==> src/rtl/cnt_capture.sv <==
// Timestamp capture: samples the upstream counter on each event, extends it with a
// wrap epoch, and queues the stamp in a show-ahead FIFO with saturating drop count.
module cnt_capture #(
  parameter int N     = 64,
  parameter int E     = 16,
  parameter int DEPTH = 4,
  parameter int DW    = 8
) (
  input  logic                     clk,
  input  logic                     rst,
  input  logic [N-1:0]             counter,
  input  logic                     cout,
  input  logic                     evt,
  output logic                     out_valid,
  output logic [N+E-1:0]           out_data,
  input  logic                     out_ready,
  output logic [$clog2(DEPTH):0]   fill,
  output logic [DW-1:0]            drop_cnt
);

  localparam int AW = $clog2(DEPTH);
  localparam logic [AW:0]   FILL_ONE = (AW+1)'(1);
  localparam logic [AW:0]   FILL_MAX = (AW+1)'(DEPTH);
  localparam logic [AW-1:0] PTR_ONE  = AW'(1);

  function automatic logic [DW-1:0] sat_inc(input logic [DW-1:0] v);
    return (&v) ? v : v + DW'(1);
  endfunction

  logic [E-1:0]     epoch_q;
  logic [E-1:0]     epoch_p0;
  logic [N+E-1:0]   stamp_p0;
  logic [N+E-1:0]   mem [DEPTH];
  logic [AW-1:0]    rd_ptr;
  logic [AW-1:0]    wr_ptr;
  logic             full;
  logic             push;
  logic             pop;
  logic             drop;

  // Capture stage: a carry in the event cycle already counts toward the stamp's epoch.
  assign epoch_p0 = epoch_q + E'(cout);
  assign stamp_p0 = {epoch_p0, counter};

  assign full      = (fill == FILL_MAX);
  assign out_valid = (fill != '0);
  assign pop       = out_valid & out_ready;
  assign push      = evt & (~full | pop);
  assign drop      = evt & full & ~pop;
  assign out_data  = out_valid ? mem[rd_ptr] : '0;

  always_ff @(posedge clk) begin
    if (rst) begin
      epoch_q  <= '0;
      rd_ptr   <= '0;
      wr_ptr   <= '0;
      fill     <= '0;
      drop_cnt <= '0;
    end else begin
      epoch_q <= epoch_p0;
      if (push) wr_ptr <= wr_ptr + PTR_ONE;
      if (pop)  rd_ptr <= rd_ptr + PTR_ONE;
      case ({push, pop})
        2'b10:   fill <= fill + FILL_ONE;
        2'b01:   fill <= fill - FILL_ONE;
        default: fill <= fill;
      endcase
      if (drop) drop_cnt <= sat_inc(drop_cnt);
    end
  end

  // Storage stage: entries are meaningless until fill covers them, so no reset here.
  always_ff @(posedge clk) begin
    if (push) mem[wr_ptr] <= stamp_p0;
  end

endmodule

==> config.mk <==
export PLATFORM = sky130hd
export DESIGN_NAME = cnt_capture
export DESIGN_NICKNAME = d
export VERILOG_FILES = /design/src/rtl/cnt_capture.sv
export SDC_FILE = /design/constraint.sdc
export NUM_CORES = 1
export LEC_CHECK = 0
export CAP_MARGIN = 40
export CELL_PAD_IN_SITES_DETAIL_PLACEMENT = 1
export CELL_PAD_IN_SITES_GLOBAL_PLACEMENT = 1
export CORE_AREA = 4 4 174 176
export DETAILED_ROUTE_END_ITERATION = 10
export DIE_AREA = 0 0 178 180
export PLACE_DENSITY = 0.9
export REMOVE_ABC_BUFFERS = 1
export SYNTH_ARGS = -nofsm -noshare
export SYNTH_HDL_FRONTEND = slang
export SYNTH_SLANG_ARGS = --single-unit
export TNS_END_PERCENT = 30
==> constraint.sdc <==
create_clock -name clk -period 4 [get_ports clk]
set_clock_uncertainty 0.15 [all_clocks]
set_input_delay 0.4 -clock clk [delete_from_list [all_inputs] [get_ports clk]]
set_output_delay 0.4 -clock clk [all_outputs]
set_load 0.02 [all_outputs]
# Word level (Yosys, flattened, before mapping)
# Memories as Yosys holds them, arrays and structs flattened. A register that Yosys moved wholly into a read port is not among the register bits.
# Index checks and enable logic that the tools add are counted.
# W data, S select, Z words.
[classes]
n_addsub = 6
n_reduce_logical = 4
eq_ne = 3
muxes = 6
n_bitwise = 8
[ops]
columns = ["op", "count"]
rows = [
  ["$mux W80", 1],
  ["$add A16 B1 Y16", 1],
  ["$add A8 B1 Y8 const B", 1],
  ["$reduce_and A8 Y1", 1],
  ["$pmux W3 S2", 1],
  ["$add A2 B1 Y2 const B", 2],
  ["$and A1 B1 Y1", 4],
  ["$mux W2", 2],
  ["$add A3 B1 Y3 const B", 1],
  ["$eq A3 B3 Y1 const B", 1],
  ["$not A1 Y1", 3],
  ["$reduce_bool A3 Y1", 1],
  ["$sub A3 B1 Y3 const B", 1],
  ["$eq A2 B1 Y1 const B", 1],
  ["$eq A2 B2 Y1 const B", 1],
  ["$mux W1", 2],
  ["$reduce_and A2 Y1", 1],
  ["$reduce_bool A2 Y1", 1],
  ["$or A1 B1 Y1", 1],
]
[totals]
inputBits = 69
memories = 1
register_bits = 31
ramBits = 320
[mem_list]
columns = ["memory", "depth", "word_bits", "read_ports", "rd_clocked_by_memory_dff", "write_ports", "line_no", "text"]
rows = [
  ["mem", 4, 80, 1, 1, 1, "33", "logic [N+E-1:0] mem [DEPTH];"],
]

# Logic depth before layout (Yosys ltp)
[depth]
ltp_word = 6
mapped_depth = 9

# Worst setup path after synthesis
# Ideal clock, no wire load.
[synth_timing]
path_kind = "in2reg"
startpoint = "input evt"
endpoint = "memory mem[1][0] (netlist name), enable pin"
setup_time_ns = 0.447
t_arrival_ns = 2.851
path_stages = 3
setup_slack_ns = 0.551
t_required_ns = 3.403
n_path_buf = 2
path_cell_list = "clkbuf_1 clkbuf_1 and3_1"
[synth_via]
elab_chain_cells = 3
[synth_rtl]
columns = ["item", "line_no", "text"]
rows = [
  ["from (decl)", "13", "input logic evt,"],
  ["$and A1 B1 Y1", "48", "assign push = evt & (~full | pop);"],
  ["$mux W1", "74", "if (push) mem[wr_ptr] <= stamp_p0;"],
  ["$mux W1 (not written as such)", "74", ""],
  ["to (decl)", "33", ""],
]
# Every way passes these cells.

==> impl_metrics.tcl <==
set metrics [dict create \
    place.gp.congestion 0.723 \
    drtIter0Drc 509 \
    postSynthCellCount 696 \
    final_core_util_pct 59.6 \
    status "finished, final reports clean" \
    min_to "mem[1][20]$_DFFE_PP_" \
    dieHeight_um 180 \
    hold_class "in2reg" \
    setup_tns_ns 0 \
    hpwlAfterDp_mm 19.4 \
    syn2layout_area_growth_pct 24.5 \
    clk_pin_slew_ns 0.06 \
    p_leak_nw 5.49 \
    cap_violations 0 \
    seq_area_frac_synth_pct 74.9 \
    timing_worst_setup_path_type "reg2out" \
    drt-total-wl_mm 30.6 \
    end_kind "output pin" \
    power_mw 9.24 \
    cts-resized-gates 0 \
    synth-seq-cells 353 \
    rsz0062_at_grt "no" \
    num-fill-cells 2454 \
    grt_pass1_wl_mm 47.6 \
    ant_nets 0 \
    ios 161 \
    cp_max_fo 28 \
    dp_cells 1223 \
    start_util_pct 47.9 \
    fp.coreArea_um2 28600 \
    timing.fmax_ghz 0.294 \
    drv_slew 0 \
    r2r_setup_slack_ns 1.67 \
    drc_errors 0 \
    period_needed_ns 3.40 \
    finalCritPeriodShare_pct 85.0 \
    max_slew_margin_pct 56.5 \
    setup_violations 0 \
    antenna_found_initial 2 \
    die_area_um2 32000 \
    grt_pass1_vias 7967 \
    synth_area_um2 13700 \
    reg2reg_depth 7 \
    holdBufCountCts 0 \
    ys_warn_count 0 \
    io_buffers 160 \
    cts_tree "done" \
    worstReg2RegEnd "fill[2]$_SDFFE_PP0P_" \
    cts_buffers 36 \
    final_common_cell "edfxtp_1" \
    worst_pin_slew_ns 0.644 \
    avgSynthCellArea_um2 19.7 \
    crit_arrival_ns 2.85 \
    clock-sinks 353 \
    synth_flop_cell "edfxtp_1" \
    fin_cells 1289 \
    postPlaceCellArea_um2 15900 \
    final_area_um2 17100 \
    ys_async_sr_fraction_pct 0 \
    synthDistinctLibCells 40 \
    gr-total-overflow 0 \
    h-tree-depth 2 \
    clockBufferDepth 3 \
    clock-root-buffer "clkbuf_16" \
    reg2reg_from "fill[0]$_SDFFE_PP0P_" \
    grt_usage_pct 19.3 \
    synth-edff-count 320 \
    die_w_um 178 \
    grt_max_degree 84 \
    drt_pass1_iterations 5 \
    hold_viol_final 0 \
    rows 62 \
    mostFrequentLayoutCells "edfxtp_1 (320), clkdlybuf4s50_1 (160), mux4_2 (80), and2_1 (80), clkbuf_16 (37)" \
    min_from "counter[20]" \
    vias_per_cell 5.52 \
    vias 7118 \
    worstPathRequired_ns 3.45 \
    startpoint_type "flop" \
    routedWlPerCell_um 23.8 \
    ir_worst_vdd_mv 0.284 \
    powerDensity_nw_per_um2 542 \
    finish.net_count 954 \
    drive_gt1_share_pct 17.9 \
    hold_depth 1 \
    clk_latency_ns 0.51 \
    cts_setup_buffers 0 \
]
how the worst max path moves through the flow:
stage | start | to | depth (start not counted)
global route | flop | out_data[58] | 4
global placement | out_ready | mem[1][15]$_DFFE_PP_ | 4
detailed placement | flop | out_data[21] | 4
finish | flop | out_data[43] | 4
floorplan | flop | out_data[0] | 2
CTS | flop | out_data[43] | 4
power breakdown:
group	switching, mW	total, mW	internal (mW)
registers	0.104	4.33	4.23
logic	0.838	1.67	0.832
clock network	1.31	3.24	1.93
total	2.25	9.24	6.99
logic make-up (layout without fill, tap and decap cells):
logic type | count (synthesis) | in the layout | synth area share (%)
multiplexers | 84 | 84 | 13.5
buffers and inverters | 44 | 252 | 1.34
other | 0 | 1 | 0
flip-flops | 353 | 353 | 74.9
AO/OA/AOI/OAI | 20 | 20 | 0.959
adder cells (fa/ha/maj) | 8 | 8 | 0.785
XOR/XNOR | 20 | 20 | 1.28
AND/OR/NAND/NOR | 167 | 167 | 7.23
registers in the layout, summed over array words and instances, names as in the netlist, named ones only:
register / flops
drop_cnt: 8
fill: 3
mem: 320
wr_ptr: 2
epoch_q: 16
rd_ptr: 2
metal layers:
metal	track usage (%)	vias up	wire, um
met5	0	-	12
met4	4.36	2	505
met1	24.6	3707	12000
met3	4.64	46	2080
met2	33.7	242	16100
li1	-	3121	-
critical path: stages (launching register included):
cell and delay, ns:
dfxtp_4 0.73, buf_12 0.29, mux4_2 0.54, and2_1 0.21, clkdlybuf4s50_1 0.56
synthesized netlist by cell type, drive strengths merged, types with 4 or more instances:
cell type / count / area (um2)
xor2: 13 / 114
dfxtp: 33 / 661
xnor2: 7 / 61.3
mux4: 80 / 1800
nor2: 19 / 71.3
nand2: 7 / 26.3
edfxtp: 320 / 9610
nor4: 5 / 31.3
nand4: 4 / 25.0
ha: 7 / 87.6
nor3: 7 / 46.3
and3: 7 / 43.8
nand3: 13 / 65.1
nor2b: 16 / 100
inv: 9 / 33.8
and2: 80 / 500
a21oi: 6 / 30.0
buf: 10 / 56.3
clkbuf: 25 / 93.8
metrics by stage:
step | setup WS [ns] | hold slack (ns)
finish | 0.601 | 0.368
global route | 0.427 | 0.370
CTS | 0.521 | 0.350
detailed placement | 1.08 | 0.368
global placement | 1.12 | 0.353
floorplan | -0.796 | 0.319
final cells by class:
cell class / instances / area [um2] / share of cell area [%]
Timing Repair Buffer: 178 / 1840 / 10.8
Clock buffer: 50 / 985 / 5.77
Inverter: 9 / 33.8 / 0.198
Tap cell: 384 / 480 / 2.82
Antenna cell: 1 / 2.50 / 0.0147
Clock inverter: 15 / 161 / 0.946
Sequential cell: 353 / 10300 / 60.3
Multi-Input combinational cell: 299 / 3270 / 19.2
Power figures use the tool's default switching activity.
